### config.mk
export PLATFORM = sky130hd
export DESIGN_NAME = memtest_sequencer_flat
export DESIGN_NICKNAME = d
export VERILOG_FILES = /design/src/rtl/memtest_pkg.sv /design/src/rtl/memtest_sequencer_if.sv /design/src/rtl/memtest_sequencer_hold_timer.sv /design/src/rtl/memtest_sequencer.sv /design/src/flat_wrapper.sv
export SDC_FILE = /design/constraint.sdc
export NUM_CORES = 1
export LEC_CHECK = 0
export BUFFER_PORTS_ARGS = -buffer_cell sky130_fd_sc_hd__buf_2
export CAP_MARGIN = 20
export CORE_MARGIN = 2
export CORE_UTILIZATION = 52
export DETAILED_ROUTE_END_ITERATION = 10
export GPL_ROUTABILITY_DRIVEN = 1
export PLACE_DENSITY_LB_ADDON = 0.3
export SYNTH_ARGS = -nofsm -noshare
export SYNTH_HDL_FRONTEND = slang
export SYNTH_SLANG_ARGS = --single-unit
### constraint.sdc
create_clock -name clk -period 2.22 [get_ports clk]
set_input_delay 0.222 -clock clk [delete_from_list [all_inputs] [get_ports clk]]
set_output_delay 0.222 -clock clk [all_outputs]
set_load 0.01 [all_outputs]
### src/rtl/memtest_pkg.sv
// Shared types and constants for the memory-test sequencer: state encoding,
// display tags and the PASS display code.
package memtest_pkg;

   typedef enum logic [2:0] {
      ST_IDLE     = 3'd0,
      ST_WRITE    = 3'd1,
      ST_RD_ISSUE = 3'd2,
      ST_RD_CHECK = 3'd3,
      ST_PASS     = 3'd4,
      ST_FAIL     = 3'd5
   } state_e;

   localparam logic [3:0]  TAG_WR    = 4'h1;
   localparam logic [3:0]  TAG_RD    = 4'h2;
   localparam logic [3:0]  TAG_ERR   = 4'hE;
   localparam logic [15:0] PASS_CODE = 16'h600D;

   // Display word: tag nibble on seg3, 12-bit value on seg2..seg0.
   function automatic logic [15:0] disp_word(input logic [3:0] tag, input logic [11:0] val);
      return {tag, val};
   endfunction

endpackage

### src/rtl/memtest_sequencer_if.sv
// RAM-under-test bus: the sequencer is master, the RAM is slave.
interface memtest_sequencer_if #(
   parameter int unsigned ADDR_W = 10
);
   logic              mem_we;
   logic [ADDR_W-1:0] mem_addr;
   logic [15:0]       mem_wdata;
   logic [15:0]       mem_rdata;

   modport master (output mem_we, output mem_addr, output mem_wdata, input mem_rdata);
   modport slave  (input mem_we, input mem_addr, input mem_wdata, output mem_rdata);
endinterface

### src/rtl/memtest_sequencer_hold_timer.sv
// hold_timer: one-clock tick every HOLD_CYCLES clocks while en is high; the
// count is held at zero while disabled, so it restarts whenever en rises.
module hold_timer #(
   parameter int unsigned HOLD_CYCLES = 50000000
) (
   input  logic clk,
   input  logic rst,
   input  logic en,
   output logic tick
);

   localparam int unsigned CW = (HOLD_CYCLES > 1) ? $clog2(HOLD_CYCLES) : 1;
   localparam logic [CW-1:0] LAST = CW'(HOLD_CYCLES - 1);

   logic [CW-1:0] cnt_q, cnt_d;

   always_comb begin
      tick  = 1'b0;
      cnt_d = cnt_q;
      if (!en) begin
         cnt_d = '0;
      end else if (cnt_q == LAST) begin
         tick  = 1'b1;
         cnt_d = '0;
      end else begin
         cnt_d = cnt_q + CW'(1);
      end
   end

   always_ff @(posedge clk or negedge rst) begin
      if (!rst) cnt_q <= '0;
      else      cnt_q <= cnt_d;
   end

endmodule

### src/rtl/memtest_sequencer.sv
// Memory-test sequencer: writes addr^SEED to every RAM word, reads it back and
// reports PASS/FAIL on a 16-bit display word. Optional MEMTEST_ERR_COUNT_EN
// keeps sweeping after mismatches and shows an error count in FAIL.
module memtest_sequencer
   import memtest_pkg::*;
#(
   parameter int unsigned ADDR_W      = 10,
   parameter int unsigned DATA_W      = 16,
   parameter logic [15:0] SEED        = 16'hA5C3,
   parameter int unsigned HOLD_CYCLES = 50000000
) (
   input  logic                clk,
   input  logic                rst,
   input  logic                start,
   memtest_sequencer_if.master mem,
   output logic [15:0]         out,
   output logic                busy,
   output logic                pass,
   output logic                fail
);

   state_e            state_q, state_d;
   logic [ADDR_W-1:0] addr_q, addr_d;
   logic              start_q;
   logic              mem_we_q, mem_we_d;
   logic [ADDR_W-1:0] mem_addr_q, mem_addr_d;
   logic [15:0]       mem_wdata_q, mem_wdata_d;
   logic [15:0]       out_q, out_d;
   logic              busy_q, busy_d;
   logic              pass_q, pass_d;
   logic              fail_q, fail_d;
   logic [ADDR_W-1:0] fail_addr_q, fail_addr_d;
   logic [DATA_W-1:0] fail_data_q, fail_data_d;
   logic              phase_q, phase_d;
`ifdef MEMTEST_ERR_COUNT_EN
   logic [15:0]       err_cnt_q, err_cnt_d;
`endif

   logic start_edge, last_addr, mismatch, hold_en, hold_tick;

   function automatic logic [DATA_W-1:0] pattern(input logic [ADDR_W-1:0] a);
      return DATA_W'(a) ^ SEED;
   endfunction

   assign hold_en = (state_q == ST_FAIL);

   hold_timer #(.HOLD_CYCLES(HOLD_CYCLES)) u_hold_timer (
      .clk  (clk),
      .rst  (rst),
      .en   (hold_en),
      .tick (hold_tick)
   );

   assign start_edge = start & ~start_q;
   assign last_addr  = (addr_q == '1);
   assign mismatch   = (mem.mem_rdata != pattern(addr_q));

   always_comb begin
      state_d     = state_q;
      addr_d      = addr_q;
      fail_addr_d = fail_addr_q;
      fail_data_d = fail_data_q;
      phase_d     = phase_q;
`ifdef MEMTEST_ERR_COUNT_EN
      err_cnt_d   = err_cnt_q;
`endif

      case (state_q)
         ST_IDLE, ST_PASS, ST_FAIL: begin
            if (start_edge) begin
               state_d = ST_WRITE;
               addr_d  = '0;
               phase_d = 1'b0;
`ifdef MEMTEST_ERR_COUNT_EN
               err_cnt_d = '0;
`endif
            end else if (state_q == ST_FAIL && hold_tick) begin
               phase_d = ~phase_q;
            end
         end
         ST_WRITE: begin
            if (last_addr) begin
               state_d = ST_RD_ISSUE;
               addr_d  = '0;
            end else begin
               addr_d  = addr_q + ADDR_W'(1);
            end
         end
         ST_RD_ISSUE: state_d = ST_RD_CHECK;
         ST_RD_CHECK: begin
`ifdef MEMTEST_ERR_COUNT_EN
            // Only the first error is captured; later ones just bump the count.
            if (mismatch) begin
               if (err_cnt_q == '0) begin
                  fail_addr_d = addr_q;
                  fail_data_d = mem.mem_rdata;
               end
               if (err_cnt_q != '1) err_cnt_d = err_cnt_q + 16'd1;
            end
            if (last_addr) begin
               state_d = (err_cnt_d != '0) ? ST_FAIL : ST_PASS;
               phase_d = 1'b0;
            end else begin
               state_d = ST_RD_ISSUE;
               addr_d  = addr_q + ADDR_W'(1);
            end
`else
            if (mismatch) begin
               fail_addr_d = addr_q;
               fail_data_d = mem.mem_rdata;
               state_d     = ST_FAIL;
               phase_d     = 1'b0;
            end else if (last_addr) begin
               state_d = ST_PASS;
            end else begin
               state_d = ST_RD_ISSUE;
               addr_d  = addr_q + ADDR_W'(1);
            end
`endif
         end
         default: state_d = ST_IDLE;
      endcase

      // Outputs are registered, so they are derived from the next state.
      mem_we_d    = 1'b0;
      mem_addr_d  = mem_addr_q;
      mem_wdata_d = mem_wdata_q;
      out_d       = '0;
      busy_d      = 1'b0;
      pass_d      = 1'b0;
      fail_d      = 1'b0;

      case (state_d)
         ST_WRITE: begin
            mem_we_d    = 1'b1;
            mem_addr_d  = addr_d;
            mem_wdata_d = pattern(addr_d);
            out_d       = disp_word(TAG_WR, 12'(addr_d));
            busy_d      = 1'b1;
         end
         ST_RD_ISSUE, ST_RD_CHECK: begin
            mem_addr_d = addr_d;
            out_d      = disp_word(TAG_RD, 12'(addr_d));
            busy_d     = 1'b1;
         end
         ST_PASS: begin
            pass_d = 1'b1;
            out_d  = PASS_CODE;
         end
         ST_FAIL: begin
            fail_d = 1'b1;
`ifdef MEMTEST_ERR_COUNT_EN
            out_d  = phase_d ? err_cnt_d : disp_word(TAG_ERR, 12'(fail_addr_d));
`else
            out_d  = phase_d ? fail_data_d : disp_word(TAG_ERR, 12'(fail_addr_d));
`endif
         end
         default: ;
      endcase
   end

   always_ff @(posedge clk or negedge rst) begin
      if (!rst) begin
         state_q     <= ST_IDLE;
         addr_q      <= '0;
         start_q     <= 1'b0;
         mem_we_q    <= 1'b0;
         mem_addr_q  <= '0;
         mem_wdata_q <= '0;
         out_q       <= '0;
         busy_q      <= 1'b0;
         pass_q      <= 1'b0;
         fail_q      <= 1'b0;
         fail_addr_q <= '0;
         fail_data_q <= '0;
         phase_q     <= 1'b0;
`ifdef MEMTEST_ERR_COUNT_EN
         err_cnt_q   <= '0;
`endif
      end else begin
         state_q     <= state_d;
         addr_q      <= addr_d;
         start_q     <= start;
         mem_we_q    <= mem_we_d;
         mem_addr_q  <= mem_addr_d;
         mem_wdata_q <= mem_wdata_d;
         out_q       <= out_d;
         busy_q      <= busy_d;
         pass_q      <= pass_d;
         fail_q      <= fail_d;
         fail_addr_q <= fail_addr_d;
         fail_data_q <= fail_data_d;
         phase_q     <= phase_d;
`ifdef MEMTEST_ERR_COUNT_EN
         err_cnt_q   <= err_cnt_d;
`endif
      end
   end

   assign mem.mem_we    = mem_we_q;
   assign mem.mem_addr  = mem_addr_q;
   assign mem.mem_wdata = mem_wdata_q;
   assign out           = out_q;
   assign busy          = busy_q;
   assign pass          = pass_q;
   assign fail          = fail_q;

endmodule
### src/flat_wrapper.sv
// flat-port wrapper written by rule: the top's interface ports become plain ports
module memtest_sequencer_flat import memtest_pkg::*;
#(
   parameter int unsigned ADDR_W      = 10,
   parameter int unsigned DATA_W      = 16,
   parameter logic [15:0] SEED        = 16'hA5C3,
   parameter int unsigned HOLD_CYCLES = 50000000
)
  (clk, rst, start, out, busy, pass, fail, mem_mem_we, mem_mem_addr, mem_mem_wdata, mem_mem_rdata);
  memtest_sequencer_if #(.ADDR_W(ADDR_W)) mem_i ();
  input  logic clk;
  input  logic rst;
  input  logic start;
  output logic [15:0] out;
  output logic busy;
  output logic pass;
  output logic fail;
  output wire logic [$bits(mem_i.mem_we)-1:0] mem_mem_we;
  output wire logic [$bits(mem_i.mem_addr)-1:0] mem_mem_addr;
  output wire logic [$bits(mem_i.mem_wdata)-1:0] mem_mem_wdata;
  input wire logic [$bits(mem_i.mem_rdata)-1:0] mem_mem_rdata;
  assign mem_mem_we = mem_i.mem_we;
  assign mem_mem_addr = mem_i.mem_addr;
  assign mem_mem_wdata = mem_i.mem_wdata;
  assign mem_i.mem_rdata = mem_mem_rdata;
  memtest_sequencer #(.ADDR_W(ADDR_W), .DATA_W(DATA_W), .SEED(SEED), .HOLD_CYCLES(HOLD_CYCLES)) u_core (.clk(clk), .rst(rst), .start(start), .mem(mem_i), .out(out), .busy(busy), .pass(pass), .fail(fail));
endmodule
Word level (Yosys, flattened, before mapping)
Index checks and enable logic that the tools add are counted.
- output and inout port bits: 46
- register bits after elaboration: 110
- word-level logic and storage cells: 67
- input port bits: 19
- reductions and logical operators: 5
- equality and inequality tests: 13
- add/sub/neg operators: 2
- bitwise gates (word level): 5
- muxes and demuxes: 28
- operators with widths (kind ; count):
    16-bit case mux with 4 select lines ; 1
    10-bit 2-to-1 mux ; 6
    26-bit 2-to-1 mux ; 2
    16-bit 2-to-1 mux ; 3
    10-bit case mux with 3 select lines ; 1
    26-bit by 1-bit adder with 26-bit output (second input constant) ; 1
    26-bit equality test (second input constant) ; 1
    16-bit != test ; 1
    5-bit NOT with 8-bit output ; 2
    3-bit by 2-bit equality test with 1-bit output (second input constant) ; 4
    3-bit equality test (second input constant) ; 4
    3-bit 2-to-1 mux ; 4
    3-bit case mux with 4 select lines ; 1
    10-bit by 1-bit adder with 10-bit output (second input constant) ; 1
    10-bit equality test (second input constant) ; 1
    1-bit 2-to-1 mux ; 9
    3-bit by 1-bit equality test with 1-bit output (second input constant) ; 2
    3-bit OR reduction ; 2
    3-bit logical NOT ; 1
    1-bit NOT ; 2
    1-bit case mux with 2 select lines ; 1
    2-bit OR reduction ; 1
    1-bit bitwise AND ; 1
    1-bit logical AND ; 1

Depth between registers and ports, before layout
- depth after elaboration: 9
- depth in mapped cells: 10

Hierarchy
Synthesis repeated with hierarchy kept, for this count alone.
- cells, all modules: 478
- area total of the unflattened synthesis: 5175.0 µm²
- by module, submodules not included (module ; cells an instance ; seq. area each (µm²) ; area each (µm²) ; times used):
    memtest_sequencer ; 329 ; 2052.0 ; 3794.9 ; 1
    hold_timer ; 149 ; 650.6 ; 1380.1 ; 1

Least setup slack after synthesis
Ideal clock, no wire load.
- kind: register to register
- start: register u_core.u_hold_timer.cnt_q[8]
- end: register u_core.out_q[4] (netlist: u_core.out[4])
- buffers on the path: 1
- slack: -203 ps
- cell stages (with the launch flop): 8
- data required time: 2098 ps
- clock period less this slack: 2423 ps
- library setup time: 122 ps
- arrival time: 2301 ps
- cell sequence: dfrtp_1 or4b_4 nor4_4 nand4_2 mux2i_4 buf_4 or3_1 a32o_1
- longest elaborated chain between the ends: 9
- RTL lines (element ; line ; text):
    start: declaration ; memtest_sequencer_hold_timer.sv:15 ; logic [CW-1:0] cnt_q, cnt_d;
    start signal: assignment ; memtest_sequencer_hold_timer.sv:32 ; else cnt_q <= cnt_d;
    26-bit equality test ; memtest_sequencer_hold_timer.sv:22 ; end else if (cnt_q == LAST) begin
    1-bit 2-to-1 mux ; memtest_sequencer_hold_timer.sv:22 ;
    1-bit 2-to-1 mux ; memtest_sequencer_hold_timer.sv:20 ; if (!en) begin
    1-bit logical AND ; memtest_sequencer.sv:77 ; end else if (state_q == ST_FAIL && hold_tick) begin
    1-bit 2-to-1 mux ; memtest_sequencer.sv:77 ;
    1-bit 2-to-1 mux ; memtest_sequencer.sv:70 ; if (start_edge) begin
    1-bit case mux with 2 select lines ; memtest_sequencer.sv:68 ; case (state_q)
    16-bit 2-to-1 mux ; memtest_sequencer.sv:155 ; out_d = phase_d ? fail_data_d : disp_word(TAG_ERR, 12'(fail_addr_d));
    16-bit case mux with 4 select lines ; memtest_sequencer.sv:133 ; case (state_d)
    via u_core.out_d[4] ; memtest_sequencer.sv:28 ; logic [15:0] out_q, out_d;
    end signal: assignment ; memtest_sequencer.sv:187 ; out_q <= out_d;
    end: declaration ; memtest_sequencer.sv:28 ;
The timed path passes the listed nets, and every way through them passes these cells.
A chain may end at the register's enable or synchronous reset.

Final worst setup path
- start: register u_core.u_hold_timer.cnt_q[8]
- end: register u_core.out_q[6] (netlist: u_core.out[6])
The elaborated chain is that of the path after synthesis.

==> results.py <==
metrics = {
    "die": {
        "die_w_um": 104,
        "row_count": 36,
        "io_pins": 65,
        "die_h_um": 104,
        "die_area_mm2": 0.0108,
        "coreArea_mm2": 0.00973,
        "start_util_pct": 53.2,
    },
    "detailed_routing": {
        "via_per_inst": 5.75,
        "final_antenna_net_count": 0,
        "drt-pass1-iter-count": 5,
        "drc": 0,
        "num_vias": 4659,
        "first_iter_violations": 337,
        "wl_um": 14700,
        "routedWlPerCell_um": 18.1,
    },
    "global_route": {
        "grt_pass1_wl_um": 23200,
        "grt_pass1_vias": 4591,
        "grt_max_degree": 43,
        "antenna_found_initial": 0,
        "overflow": 0,
        "track_usage_pct": 27.4,
    },
    "critical_path": {
        "path_buf_inv": 1,
        "r2r-start": "u_core.u_hold_timer.cnt_q[8]$_DFF_PN0_",
        "start_kind": "flip-flop",
        "r2r-end": "u_core.out[6]$_DFF_PN0_",
        "cp_max_fo": 6,
        "worstSetupPathType": "reg -> reg",
        "critical_path_arrival_ps": 2830,
        "worstPathCellList": "or4b_4 > nor4_4 > nand4_4 > buf_6 > mux2i_4 > o211ai_1 > a32o_1",
        "crit_family": "simple AND/OR/NAND/NOR gates",
        "critical_path.max_stage_delay_ps": 560,
        "reg2reg_depth": 7,
        "slowest_stage": "or4b_4",
        "reg2reg_slack_ps": -320,
        "crit_required_ps": 2510,
        "end_kind": "flip-flop",
    },
    "clock_tree": {
        "clk_path_buf_depth": 2,
        "cts_tree": "done",
        "clock_sinks": 108,
        "cts_buffers": 9,
        "cts_root_buf": "clkbuf_8",
        "htree_num_levels": 3,
        "worstSkewPairLatency_ps": 400,
        "clk_pin_slew_ps": 100,
    },
    "sta": {
        "finClkSkew_ps": 22.3,
        "setup_viol": 30,
        "finalCritPeriodShare_pct": 114,
        "rsz0062_at_grt": "true",
        "finalHoldViolCount": 0,
        "worst_pin_slew_ps": 717,
        "fin_ws_ps": -320,
        "drv_slew": 0,
        "slew_headroom_pct": 52.0,
        "timing.fmax_mhz": 394,
        "fin_crit_ps": 2540,
    },
    "placement": {
        "portBuffers": 61,
        "dp.final_hpwl_um": 10200,
        "gp_congestion": 0.924,
    },
    "final_layout": {
        "areaGrowthSynthToFinish_pct": 31.7,
        "fill_cells": 767,
        "nets": 695,
        "seqCellArea_mm2": 0.00271,
        "drive_gt1_share_pct": 34.4,
        "multi_input_area_mm2": 0.00256,
        "n_antenna_cell": 0,
        "utilization_pct": 70.1,
    },
    "outcome": {
        "outcome": "complete, but fails checks",
        "violations": "setup timing",
    },
    "logic_synthesis": {
        "ys_async_sr_fraction_pct": 100,
        "ys.flop_type": "dfrtp_1",
        "syn_avg_cell_area_um2": 9.82,
        "ys_seq_area_share_pct": 52.2,
        "netlist_area_mm2": 0.00518,
        "ys_ff_latch": 108,
        "synth_cells": 527,
        "ys_warn_count": 0,
        "yosysUniqueCellTypes": 58,
        "synth-edff-count": 0,
    },
    "power": {
        "power.leakage_nw": 3.20,
        "power_density_mw_per_mm2": 796,
        "ir_drop_mv": 0.650,
        "p_total_mw": 5.43,
    },
    "worst_hold_path": {
        "hold_end": "u_core.fail_data_q[15]$_DFF_PN0_",
        "hp-start": "mem_mem_rdata[15]",
        "hold_depth": 3,
        "hp-class": "in -> reg",
    },
    "job": {
        "maxCapViolCount": 0,
    },
}
[timing repair]
item	4_1_cts	5_1_grt
gates cloned	3	3
hold buffers	2	0
setup buffers	10	4
pin swaps	9	20
setup endpoints to repair	32	49
endpoints found under the hold margin	40	0
resized for setup	19	49
[sequential cells by signal, summed over array words and instances (netlist names), 3 cells and up]
| register | count |
|---|---|
| u_core.mem.mem_addr | 10 |
| u_core.u_hold_timer.cnt_q | 26 |
| u_core.fail_data_q | 16 |
| u_core.fail_addr_q | 10 |
| u_core.mem.mem_wdata | 11 |
| u_core.addr_q | 10 |
| u_core.out | 16 |
| u_core.state_q | 3 |
[placed cells by master, fill, tap and decap left out, drive strengths merged, types with 4 or more instances in the layout]
cell	synthesis	routed
a21o	5	5
a21oi	13	13
a221oi	5	5
a32o	7	7
and2	4	4
and3	9	9
buf	16	159
clkbuf	15	9
dfrtp	108	108
inv	15	17
mux2	10	10
mux2i	1	4
nand2	90	90
nand2b	8	8
nand3	25	25
nand4	9	9
nor2	42	42
nor3	9	9
nor4	10	10
o211ai	8	8
o21ai	28	28
o311ai	4	4
or3	13	13
xnor2	18	18
xor2	14	14
[area by class of cell]
type	count	share of cell area, %
clock buffer	9	1.82
clock inverter	6	1.06
inverter	15	0.826
multi-input combinational	378	37.6
sequential	108	39.7
tap	133	2.44
timing repair buffer	161	16.6
[cell families after synthesis]
group | synth area share [%]
DFF | 52.2
AOI/OAI and AO/OA | 13.1
adders and majority gates | 0.725
muxes | 2.61
buffers and inverters | 4.13
other | 0.0724
xor gates and xnor gates | 5.41
and+or+nand+nor | 21.8
[through the flow]
step                hold slack (ps)  setup slack [ps]  instance area (um2)  std cells  TNS, ps
floorplan                     -73.6             -90.0                 5190        529     -318
detailed placement              234              -304                 6150        774    -5130
CTS                            27.4              -285                 6560        804    -3490
finish                         38.6              -320                 6820        810    -4630
global route                   38.1              -391                 6820        810    -7180
global placement                237              -240                 6150        774    -3810
[power by group]
group | internal, mW | leakage [nW] | switching (mW)
sequential | 2.26 | 1.38 | 0.197
clock | 0.527 | 0.0963 | 0.688
combinational | 0.845 | 1.72 | 0.913
total | 3.63 | 3.20 | 1.80
[worst register-to-register path, cell delays in order (launching register included)]
cell	delay, ps
dfrtp_1	390
or4b_4	560
nor4_4	310
nand4_4	220
buf_6	190
mux2i_4	330
o211ai_1	150
a32o_1	280
[synth_stat cells (2+ instances only)]
master	n	share of area (%)
nor4_1	7	0.85
and4_1	2	0.34
clkbuf_1	15	1.1
a22o_1	3	0.51
o221ai_1	3	0.51
nor2_1	42	3.0
inv_1	15	1.1
nor3_1	9	0.87
a211o_1	2	0.34
buf_2	9	0.87
a21o_1	5	0.73
nand2_1	90	6.5
ha_1	3	0.73
dfrtp_1	108	52
xor2_1	14	2.4
o311ai_0	3	0.51
nor2b_1	2	0.24
o21a_1	3	0.44
and3_1	9	1.1
o211ai_1	8	1.2
and2_1	4	0.48
a21oi_1	13	1.3
or3_1	13	1.6
o21ai_0	28	2.7
nand2b_1	8	0.97
nand3_1	24	2.3
buf_4	6	0.87
nand4_1	8	0.97
nor4_2	2	0.48
mux2_2	10	2.2
xnor2_1	18	3.0
a221oi_1	5	0.85
a31oi_1	2	0.24
a32o_1	7	1.4
or4_1	2	0.29
o211a_1	3	0.58
[per-layer routing]
layer / track usage (%) / vias up / wire length [um]
met5: 0 / - / 0
met4: 9.65 / 0 / 351
met3: 6.80 / 32 / 1080
met2: 43.4 / 200 / 7070
met1: 36.8 / 2281 / 6180
li1: - / 2146 / -
[how the worst max path moves through the flow]
stage                     depth (start not counted)                               startpoint                        to
final                                             7   u_core.u_hold_timer.cnt_q[8]$_DFF_PN0_   u_core.out[6]$_DFF_PN0_
after global placement                            6  u_core.u_hold_timer.cnt_q[16]$_DFF_PN0_   u_core.out[0]$_DFF_PN0_
after CTS                                         7  u_core.u_hold_timer.cnt_q[16]$_DFF_PN0_   u_core.out[4]$_DFF_PN0_
after global routing                              6   u_core.u_hold_timer.cnt_q[8]$_DFF_PN0_  u_core.out[13]$_DFF_PN0_
after detailed placement                          6  u_core.u_hold_timer.cnt_q[16]$_DFF_PN0_  u_core.out[12]$_DFF_PN0_
after floorplan                                   7  u_core.u_hold_timer.cnt_q[16]$_DFF_PN0_   u_core.out[4]$_DFF_PN0_
(Power assumes the default switching activity.)
